==> config.mk <==
export PLATFORM = sky130hd
export DESIGN_NAME = rbm_sequencer_flat
export DESIGN_NICKNAME = d
export VERILOG_FILES = /design/src/rtl/rbm_sequencer_if.sv /design/src/rtl/rbm_sequencer.sv /design/src/flat_wrapper.sv
export SDC_FILE = /design/constraint.sdc
export NUM_CORES = 1
export LEC_CHECK = 0
export CORE_UTILIZATION = 25
export CTS_CLUSTER_DIAMETER = 80
export CTS_CLUSTER_SIZE = 20
export DETAILED_ROUTE_END_ITERATION = 12
export DONT_BUFFER_PORTS = 1
export GPL_ROUTABILITY_DRIVEN = 0
export PLACE_DENSITY_LB_ADDON = 0.2
export SLEW_MARGIN = 30
export SYNTH_ARGS = -nofsm -noshare
export SYNTH_HDL_FRONTEND = slang
export SYNTH_SLANG_ARGS = --single-unit
==> constraint.sdc <==
create_clock -name clock -period 5.6 [get_ports clock]
set_clock_uncertainty 0.15 [all_clocks]
set_input_delay 0 -clock clock [delete_from_list [all_inputs] [get_ports clock]]
set_output_delay 0 -clock clock [all_outputs]
set_load 0.01 [all_outputs]
==> src/rtl/rbm_sequencer_if.sv <==
// Memory and datapath signals between the RBM sequencer (master) and its
// weight/pixel memories plus the sampling datapath (slave).
interface rbm_sequencer_if #(
   parameter int unsigned W = 12
);
   logic          pixel_in;
   logic [W-1:0]  h_weight_in;
   logic [W-1:0]  h_bias_in;
   logic [W-1:0]  c_weight_in;
   logic [W-1:0]  c_bias_in;
   logic [9:0]    pix_addr;
   logic [8:0]    hid_addr;
   logic [3:0]    cls_addr;
   logic [W-1:0]  Hvalue;
   logic [W-1:0]  Cvalue;
   logic          pixel;
   logic          hidden_pixel;
   logic          enable_hidden;
   logic          enable_classi;
   logic          hidden;
   logic          hidden_finish;
   logic          spike;
   logic          finish;

   modport master (
      input  pixel_in, h_weight_in, h_bias_in, c_weight_in, c_bias_in,
      input  hidden, hidden_finish, spike, finish,
      output pix_addr, hid_addr, cls_addr,
      output Hvalue, Cvalue, pixel, hidden_pixel, enable_hidden, enable_classi
   );

   modport slave (
      output pixel_in, h_weight_in, h_bias_in, c_weight_in, c_bias_in,
      output hidden, hidden_finish, spike, finish,
      input  pix_addr, hid_addr, cls_addr,
      input  Hvalue, Cvalue, pixel, hidden_pixel, enable_hidden, enable_classi
   );
endinterface

==> src/rtl/rbm_sequencer.sv <==
// Sequences one RBM classification: hidden-layer sweeps, classifier sweeps and
// spike counting over ITER iterations, then an argmax over the spike counts.
module rbm_sequencer #(
   parameter int unsigned N_VIS = 784,
   parameter int unsigned N_HID = 441,
   parameter int unsigned N_CLS = 10,
   parameter int unsigned ITER  = 100,
   parameter int unsigned W     = 12
) (
   input  logic          clock,
   input  logic          reset,
   input  logic          start,
   input  logic [3:0]    rd_cls,
   output logic          busy,
   output logic          done,
   output logic [3:0]    winner,
   output logic [6:0]    rd_count,
   rbm_sequencer_if.master bus
);

   localparam int unsigned P_W  = $clog2(N_VIS + 1);
   localparam int unsigned H_W  = $clog2(N_HID + 1);
   localparam int unsigned HI_W = (N_HID > 1) ? $clog2(N_HID) : 1;
   localparam int unsigned CI_W = (N_CLS > 1) ? $clog2(N_CLS) : 1;
   localparam int unsigned I_W  = $clog2(ITER + 1);
   localparam int unsigned C_W  = 7;

   localparam logic [P_W-1:0] P_LAST   = P_W'(N_VIS);
   localparam logic [H_W-1:0] H_TOP    = H_W'(N_HID - 1);
   localparam logic [H_W-1:0] H_LAST   = H_W'(N_HID);
   localparam logic [3:0]     CLS_TOP  = 4'(N_CLS - 1);
   localparam logic [I_W-1:0] ITER_TOP = I_W'(ITER - 1);
   localparam logic [C_W-1:0] C_MAX    = '1;

   typedef enum logic [2:0] {
      IDLE, HID, HID_WAIT, CLS, CLS_WAIT, ARGMAX, DONE
   } state_t;

   state_t          state, state_nxt;
   logic            busy_nxt, done_nxt, en_hid_nxt, en_cls_nxt;

   logic [P_W-1:0]  p;
   logic [H_W-1:0]  hid;
   logic [3:0]      cls;
   logic [I_W-1:0]  iter;
   logic [N_HID-1:0] hbuf;
   logic [C_W-1:0]  count [N_CLS];
   logic [C_W-1:0]  best_val;
   logic [3:0]      best_idx;

   logic [W-1:0]    hvalue_q, cvalue_q;
   logic            pixel_q, hidden_pixel_q, en_hid_q, en_cls_q;

   logic [C_W-1:0]  scan_val_c;
   logic            take_c;
   logic [C_W-1:0]  cand_val_c;
   logic [3:0]      cand_idx_c;

   assign bus.pix_addr      = 10'(p);
   assign bus.hid_addr      = 9'(hid);
   assign bus.cls_addr      = cls;
   assign bus.Hvalue        = hvalue_q;
   assign bus.Cvalue        = cvalue_q;
   assign bus.pixel         = pixel_q;
   assign bus.hidden_pixel  = hidden_pixel_q;
   assign bus.enable_hidden = en_hid_q;
   assign bus.enable_classi = en_cls_q;

   assign rd_count = (int'(rd_cls) < int'(N_CLS)) ? count[CI_W'(rd_cls)] : '0;

   // Running argmax: first entry always taken, later ones only if strictly larger
   always_comb begin
      scan_val_c = count[CI_W'(cls)];
      take_c     = (cls == 4'd0) || (scan_val_c > best_val);
      cand_val_c = take_c ? scan_val_c : best_val;
      cand_idx_c = take_c ? cls : best_idx;
   end

   always_ff @(posedge clock or negedge reset) begin
      if (!reset) state <= IDLE;
      else        state <= state_nxt;
   end

   always_comb begin
      state_nxt  = state;
      busy_nxt   = 1'b0;
      done_nxt   = 1'b0;
      en_hid_nxt = 1'b0;
      en_cls_nxt = 1'b0;
      unique case (state)
         IDLE, DONE: if (start) state_nxt = HID;
         HID:        if (p == P_LAST) state_nxt = HID_WAIT;
         HID_WAIT:   if (bus.hidden_finish) state_nxt = (hid == H_TOP) ? CLS : HID;
         CLS:        if (hid == H_LAST) state_nxt = CLS_WAIT;
         CLS_WAIT: begin
            if (bus.finish) begin
               if (cls != CLS_TOP)        state_nxt = CLS;
               else if (iter == ITER_TOP) state_nxt = ARGMAX;
               else                       state_nxt = HID;
            end
         end
         ARGMAX:     if (cls == CLS_TOP) state_nxt = DONE;
         default:    state_nxt = IDLE;
      endcase
      busy_nxt   = !(state_nxt inside {IDLE, DONE});
      en_hid_nxt = state_nxt inside {HID, HID_WAIT};
      en_cls_nxt = state_nxt inside {CLS, CLS_WAIT};
      done_nxt   = (state_nxt == DONE) && (state != DONE);
   end

   // Counters, hidden buffer, spike counts and registered datapath operands
   always_ff @(posedge clock or negedge reset) begin
      if (!reset) begin
         busy           <= 1'b0;
         done           <= 1'b0;
         winner         <= '0;
         en_hid_q       <= 1'b0;
         en_cls_q       <= 1'b0;
         p              <= '0;
         hid            <= '0;
         cls            <= '0;
         iter           <= '0;
         hbuf           <= '0;
         best_val       <= '0;
         best_idx       <= '0;
         hvalue_q       <= '0;
         cvalue_q       <= '0;
         pixel_q        <= 1'b0;
         hidden_pixel_q <= 1'b0;
         for (int i = 0; i < int'(N_CLS); i++) count[i] <= '0;
      end else begin
         busy     <= busy_nxt;
         done     <= done_nxt;
         en_hid_q <= en_hid_nxt;
         en_cls_q <= en_cls_nxt;
         unique case (state)
            IDLE, DONE: begin
               if (start) begin
                  p    <= '0;
                  hid  <= '0;
                  cls  <= '0;
                  iter <= '0;
                  for (int i = 0; i < int'(N_CLS); i++) count[i] <= '0;
               end
            end
            HID: begin
               if (p == P_LAST) begin
                  pixel_q  <= 1'b1;
                  hvalue_q <= bus.h_bias_in;
               end else begin
                  pixel_q  <= bus.pixel_in;
                  hvalue_q <= bus.h_weight_in;
                  p        <= p + 1'b1;
               end
            end
            HID_WAIT: begin
               if (bus.hidden_finish) begin
                  hbuf[HI_W'(hid)] <= bus.hidden;
                  p                <= '0;
                  hid              <= (hid == H_TOP) ? '0 : hid + 1'b1;
               end
            end
            CLS: begin
               if (hid == H_LAST) begin
                  hidden_pixel_q <= 1'b1;
                  cvalue_q       <= bus.c_bias_in;
               end else begin
                  hidden_pixel_q <= hbuf[HI_W'(hid)];
                  cvalue_q       <= bus.c_weight_in;
                  hid            <= hid + 1'b1;
               end
            end
            CLS_WAIT: begin
               if (bus.finish) begin
                  if (count[CI_W'(cls)] != C_MAX)
                     count[CI_W'(cls)] <= count[CI_W'(cls)] + C_W'(bus.spike);
                  hid <= '0;
                  if (cls == CLS_TOP) begin
                     cls  <= '0;
                     iter <= iter + 1'b1;
                  end else begin
                     cls <= cls + 1'b1;
                  end
               end
            end
            ARGMAX: begin
               best_val <= cand_val_c;
               best_idx <= cand_idx_c;
               if (cls == CLS_TOP) begin
                  winner <= cand_idx_c;
                  cls    <= '0;
               end else begin
                  cls <= cls + 1'b1;
               end
            end
            default: ;
         endcase
      end
   end

endmodule

==> src/flat_wrapper.sv <==
// flat-port wrapper written by rule: the top's interface ports become plain ports
module rbm_sequencer_flat 
#(
   parameter int unsigned N_VIS = 784,
   parameter int unsigned N_HID = 441,
   parameter int unsigned N_CLS = 10,
   parameter int unsigned ITER  = 100,
   parameter int unsigned W     = 12
)
  (clock, reset, start, rd_cls, busy, done, winner, rd_count, bus_pixel_in, bus_h_weight_in, bus_h_bias_in, bus_c_weight_in, bus_c_bias_in, bus_hidden, bus_hidden_finish, bus_spike, bus_finish, bus_pix_addr, bus_hid_addr, bus_cls_addr, bus_Hvalue, bus_Cvalue, bus_pixel, bus_hidden_pixel, bus_enable_hidden, bus_enable_classi);
  rbm_sequencer_if #(.W(W)) bus_i ();
  input  logic clock;
  input  logic reset;
  input  logic start;
  input  logic [3:0] rd_cls;
  output logic busy;
  output logic done;
  output logic [3:0] winner;
  output logic [6:0] rd_count;
  input wire logic [$bits(bus_i.pixel_in)-1:0] bus_pixel_in;
  input wire logic [$bits(bus_i.h_weight_in)-1:0] bus_h_weight_in;
  input wire logic [$bits(bus_i.h_bias_in)-1:0] bus_h_bias_in;
  input wire logic [$bits(bus_i.c_weight_in)-1:0] bus_c_weight_in;
  input wire logic [$bits(bus_i.c_bias_in)-1:0] bus_c_bias_in;
  input wire logic [$bits(bus_i.hidden)-1:0] bus_hidden;
  input wire logic [$bits(bus_i.hidden_finish)-1:0] bus_hidden_finish;
  input wire logic [$bits(bus_i.spike)-1:0] bus_spike;
  input wire logic [$bits(bus_i.finish)-1:0] bus_finish;
  output wire logic [$bits(bus_i.pix_addr)-1:0] bus_pix_addr;
  output wire logic [$bits(bus_i.hid_addr)-1:0] bus_hid_addr;
  output wire logic [$bits(bus_i.cls_addr)-1:0] bus_cls_addr;
  output wire logic [$bits(bus_i.Hvalue)-1:0] bus_Hvalue;
  output wire logic [$bits(bus_i.Cvalue)-1:0] bus_Cvalue;
  output wire logic [$bits(bus_i.pixel)-1:0] bus_pixel;
  output wire logic [$bits(bus_i.hidden_pixel)-1:0] bus_hidden_pixel;
  output wire logic [$bits(bus_i.enable_hidden)-1:0] bus_enable_hidden;
  output wire logic [$bits(bus_i.enable_classi)-1:0] bus_enable_classi;
  assign bus_i.pixel_in = bus_pixel_in;
  assign bus_i.h_weight_in = bus_h_weight_in;
  assign bus_i.h_bias_in = bus_h_bias_in;
  assign bus_i.c_weight_in = bus_c_weight_in;
  assign bus_i.c_bias_in = bus_c_bias_in;
  assign bus_i.hidden = bus_hidden;
  assign bus_i.hidden_finish = bus_hidden_finish;
  assign bus_i.spike = bus_spike;
  assign bus_i.finish = bus_finish;
  assign bus_pix_addr = bus_i.pix_addr;
  assign bus_hid_addr = bus_i.hid_addr;
  assign bus_cls_addr = bus_i.cls_addr;
  assign bus_Hvalue = bus_i.Hvalue;
  assign bus_Cvalue = bus_i.Cvalue;
  assign bus_pixel = bus_i.pixel;
  assign bus_hidden_pixel = bus_i.hidden_pixel;
  assign bus_enable_hidden = bus_i.enable_hidden;
  assign bus_enable_classi = bus_i.enable_classi;
  rbm_sequencer #(.N_VIS(N_VIS), .N_HID(N_HID), .N_CLS(N_CLS), .ITER(ITER), .W(W)) u_core (.clock(clock), .reset(reset), .start(start), .rd_cls(rd_cls), .busy(busy), .done(done), .winner(winner), .rd_count(rd_count), .bus(bus_i));
endmodule
Word-level counts from Yosys, hierarchy flattened

Cells that the tools add are included.
W data, S select, Z words.

Register bits: 589
Input bits: 60
Output and inout port bits: 64

Bitwise logic cells: 2
$lt $le $gt $ge: 7
Add/subtract/negate cells: 5
Mux-type cells: 52
Reductions and logical operators: 24
Equality and inequality tests: 26

Operators with widths:

| cell                    | number |
|---|---|
| $bwmux W441             | 1 |
| $mux W70                | 3 |
| $pmux W70 S2            | 1 |
| $bwmux W70              | 1 |
| $mux W7                 | 9 |
| $bmux W7 S4             | 2 |
| $mux W9                 | 5 |
| $pmux W9 S4             | 1 |
| $mux W10                | 3 |
| $pmux W10 S3            | 1 |
| $demux W7 S4            | 1 |
| $mux W12                | 2 |
| $mux W3                 | 8 |
| $eq A9 B9 Y1 const B    | 2 |
| $pmux W3 S6             | 1 |
| $mux W4                 | 4 |
| $eq A3 B3 Y1 const B    | 5 |
| $pmux W7 S2             | 1 |
| $eq A3 B2 Y1 const B    | 4 |
| $pmux W4 S3             | 1 |
| $reduce_and A4 Y1       | 3 |
| $add A10 B1 Y10 const B | 1 |
| $eq A10 B10 Y1 const B  | 1 |
| $ge A5 B5 Y1 const B    | 2 |
| other kinds (34)        | 53 |

Longest topological paths before layout

Depth in word-level cells: 9
Gate-level depth with buffers: 15

Worst setup path before layout

Ideal clock, no wire load.

Path kind: reg2reg
From: register u_core.cls[0], in the netlist u_core.bus.cls_addr[0]
To: register u_core.best_val[3]
Required time: 5318 ps
Library setup time: 132 ps
Setup slack: 2247 ps
Stages on the path, launching flop included: 15
Period minus slack after synthesis: 3353 ps
Path buffers: 3
Arrival: 3072 ps
Cell sequence: dfrtp_1 > buf_6 > buf_8 > mux4_2 > a22oi_1 > o21ai_1 > ha_1 > a21o_1 > a21oi_1 > nor2b_1 > o31ai_1 > a21oi_1 > clkbuf_1 > nand2_1 > o21ai_0

Cells in the longest elaborated chain, start to end: 7

RTL lines:

| element                                     | RTL line             | source |
|---|---|---|
| start: declaration                          | rbm_sequencer.sv:44  | `logic [3:0] cls;` |
| start signal: assignment                    | rbm_sequencer.sv:182 | `cls <= cls + 1'b1;` |
| start signal: assignment                    | rbm_sequencer.sv:193 | `cls <= cls + 1'b1;` |
| $not A4 Y5 (implied by the code)            | rbm_sequencer.sv:73  | `scan_val_c = count[CI_W'(cls)];` |
| $bmux W7 S4                                 | rbm_sequencer.sv:73  |  |
| $mux W7 (implied by the code) (2 in series) | rbm_sequencer.sv:73  |  |
| via u_core.scan_val_c[4]                    | rbm_sequencer.sv:54  | `logic [C_W-1:0] scan_val_c;` |
| $gt A7 B7 Y1                                | rbm_sequencer.sv:74  | `take_c = (cls == 4'd0) \|\| (scan_val_c > best_val);` |
| $logic_or A1 B1 Y1                          | rbm_sequencer.sv:74  |  |
| $reduce_and A2 Y1 (no line)                 | --                   |  |
| end signal: assignment                      | rbm_sequencer.sv:187 | `best_val <= cand_val_c;` |
| end: declaration                            | rbm_sequencer.sv:48  | `logic [C_W-1:0] best_val;` |

The timed path passes the listed nets, and every way through them passes these cells. The select of a mux whose other input is x is not followed.
A chain may end at the register's enable or synchronous reset.

Worst setup path after layout

From: register u_core.state[0]
To: register u_core.hbuf[66]

Cells in the longest elaborated chain, start to end: 2

RTL lines:

| element                        | RTL line             | source |
|---|---|---|
| start: declaration             | rbm_sequencer.sv:39  | `state_t state, state_nxt;` |
| start signal: assignment       | rbm_sequencer.sv:81  | `else state <= state_nxt;` |
| $eq A3 B2 Y1                   | rbm_sequencer.sv:136 | `unique case (state)` |
| $reduce_and A2 Y1 (no line)    | --                   |  |
| end signal: indexed assignment | rbm_sequencer.sv:158 | `hbuf[HI_W'(hid)] <= bus.hidden;` |
| end: declaration               | rbm_sequencer.sv:46  | `logic [N_HID-1:0] hbuf;` |

No other way between the ends.

==> run metrics <==
root buffer cell clkbuf_16; Max stage delay on crit path 0.90 ns; share of layout cells above drive strength 1 11.0%; clk buf depth 3; Iter 0 DRT Violations roughly 2,800; Clk pwr share 40.5%; CTS Buf Count 45; setup repair after global routing missed its margin no; Worst setup SP type flop; crit path launch u_core.state[0]; max_cap viols 0; Post-synth EDFFs 0; switch share approximately 29%; net switching power approximately 2.6 mW; GRT Util Overall 19.9%; Seq pwr share roughly 51%; final setup fails 0; largest net degree at the start of global routing 590; most frequent cells in the layout nand2_1, dfrtp_1, o21ai_0; worst path bufs/invs 3; worst hold endpoint rd_count[4]; worst slew pin tran 1.16 ns; core area 0.119 mm²; Setup crit end kind flop; synthesized cell area 0.0301 mm²; fin util 30.5%; CTS Sinks 589; Starting Density 25.3%; antenna-violating nets left 0; first-pass GRT wire length roughly 180 mm; vias 26,624; Pint 6.36 mW; post-synthesis sequential area ratio 49.0%; residual DRC count 0; Crit Reg-Reg Endpoint u_core.hbuf[66]; Final Hold Viols 0; Max Slew Vio Count 0; min-delay worst type in -> out; Leakage 16.6 nW; Worst VDD drop 0.204 mV; Async SR Flop Fraction 100%; Setup WS pre-CTS approximately 1.4 ns; Overflow after GRT 0; vias in the first global route between 20,000 and 30,000; Synth Area per Inst around 9.5 µm²; routed vias/inst 5.40; routed len/inst 24.9 µm; Final Power between 8 and 9 mW; most common cell after layout, fill and taps aside nand2_1; detailed placement HPWL 66.2 mm; 1st-pass router iterations 6; Final #Nets 3,373; hold path depth 1; Worst path slowest cell and2_2; Skew-Pair Late Insertion Delay 0.66 ns; status finished, final reports clean; Reg clk slew, reported paths 0.09 ns; DRT Wirelength 123 mm; worst-path fanout max 19; Fmax 204 MHz; Worst slew margin 22.4%; setup_tns 0 ns; Final WS setup 0.706 ns; Worst Hold Slack 0.0593 ns; crit-path cells nand4bb_1, nor3_1, and2_2, buf_4, nand3_1, dlygate4sd3_1, nand2_1, dlygate4sd3_1; CP top delay family simple AND/OR/NAND/NOR gates; reg2reg start u_core.state[0]; hold path startpoint rd_cls[2]; initial antenna violation count 2; floorplan row count 126; Syn Inst Count approximately 3,200; CP dominant cell by count dlygate4sd3_1; Cell variety after synth 74; synth warn 0; crit path time final just under 5 ns; pwr/cell area between 200 and 250 mW/mm²; H-tree levels 2; R2R depth 8; I/O Pins between 100 and 150; register bit total from synthesis 589; die area 0.122 mm²; syn nets 3,241; worst reg2reg setup slack ~0.71 ns; dominant register cell in the synthesized netlist dfrtp_1; TritonCTS clock tree built; die width 349 µm; Comb power frac 8.5%; Final Cycle Share 87.4%; WS Path Type reg -> reg; input/output buffers 0; area grow syn2layout 20.5%; crit path DAT 5.36 ns; Worst EP required 6.07 ns; Die Height roughly 350 µm
worst register-to-register path, cell delays in order, from the launching register on:
cell and delay (ns):
dfrtp_1 0.61, nand4bb_1 0.60, nor3_1 0.85, and2_2 0.90
buf_4 0.43, nand3_1 0.13, dlygate4sd3_1 0.58, nand2_1 0.06
dlygate4sd3_1 0.54
area by class of cell:
class,instances,area (µm²)
Sequential cell,589,14800
Clock buffer,50,1150
Tap cell,1600,2000
Inverter,35,131
Timing Repair Buffer,364,3610
Fill cell,12266,82500
Antenna cell,1,2.50
Clock inverter,29,372
Multi-Input combinational cell,2260,14200
flip-flops by register name, indices dropped and copies added (netlist names), 3 cells and up:
name / cells
u_core.best_val: 7
u_core.count: 70
u_core.bus.Hvalue: 12
u_core.bus.pix_addr: 10
u_core.iter: 7
u_core.bus.Cvalue: 12
u_core.bus.hid_addr: 9
u_core.hbuf: 441
u_core.best_idx: 4
u_core.bus.cls_addr: 4
u_core.state: 3
u_core.winner: 4
per-layer routing:
| layer | global-route usage (%) | share of wire (%) |
|---|---|---|
| met2 | 31.0 | 46 |
| met5 | 0 | 0 |
| met1 | 28.4 | 45 |
| met3 | 3.49 | 7.1 |
| met4 | 4.89 | 2.4 |
through the flow:
stage	cell area, µm²	std cells
global placement	31500	4548
detailed placement	31600	4549
finish	36200	4928
global route	36200	4927
CTS	36100	4919
floorplan	30100	3163
synthesized netlist by cell type (4+ instances only):
cell type / count / area, µm²
a211oi_1: 7 / 52.6
a21o_1: 5 / 37.5
a21oi_1: 33 / 165
a221oi_1: 15 / 131
a22o_1: 24 / 210
a22oi_1: 16 / 120
a311oi_1: 4 / 35.0
a31oi_1: 19 / 119
and2_1: 21 / 131
and3_1: 17 / 106
buf_1: 40 / 150
buf_2: 13 / 65.1
buf_4: 13 / 97.6
clkbuf_1: 209 / 785
dfrtp_1: 589 / 14700
ha_1: 18 / 225
inv_1: 34 / 128
mux2_2: 14 / 158
mux2i_1: 59 / 591
mux4_2: 127 / 2860
nand2_1: 610 / 2290
nand2b_1: 8 / 50.1
nand3_1: 462 / 2310
nand4_1: 12 / 75.1
nor2_1: 107 / 402
nor2b_1: 17 / 106
nor3_1: 20 / 100
o21ai_0: 502 / 2510
o21ai_1: 7 / 35.0
o21ai_2: 6 / 52.6
o2bb2ai_1: 42 / 368
o31ai_1: 6 / 45.0
or2_2: 4 / 25.0
xnor2_1: 4 / 35.0
xor2_1: 14 / 123
worst max path at each step:
stage	slack, ns	end	depth (start not counted)
6_report	0.71	u_core.hbuf[66]	8
4_1_cts	0.85	u_core.hbuf[399]	9
5_1_grt	0.53	u_core.hbuf[66]	8
3_3_place_gp	1.40	u_core.best_val[6]	12
2_1_floorplan	2.25	u_core.best_val[3]	14
3_5_place_dp	1.42	u_core.best_val[4]	10
kinds of logic after synthesis:
family | Yosys count | share of synthesized area, %
flip-flops | 589 | 49.0
multiplexers | 200 | 12.0
XOR/XNOR | 18 | 0.524
buffers and inverters | 314 | 4.25
AND/OR/NAND/NOR | 1302 | 19.4
AO/OA/AOI/OAI | 722 | 14.1
adder cells (fa/ha/maj) | 18 | 0.749
repair_timing:
action / CTS / global route
hold endpoints to repair: 1132 / 292
gates resized for setup: 0 / 0
hold buffers: 291 / 3
buffers inserted: 0 / 0
power by group through the flow:
stage	clock network (mW)	logic [mW]	registers, mW
5_1_grt	3.87	0.842	4.58
3_3_place_gp	0	0.442	4.64
2_1_floorplan	0	0.392	4.58
4_1_cts	3.72	0.652	4.56
6_report	3.63	0.761	4.56
3_5_place_dp	0	0.443	4.64
(Power assumes the default switching activity.)
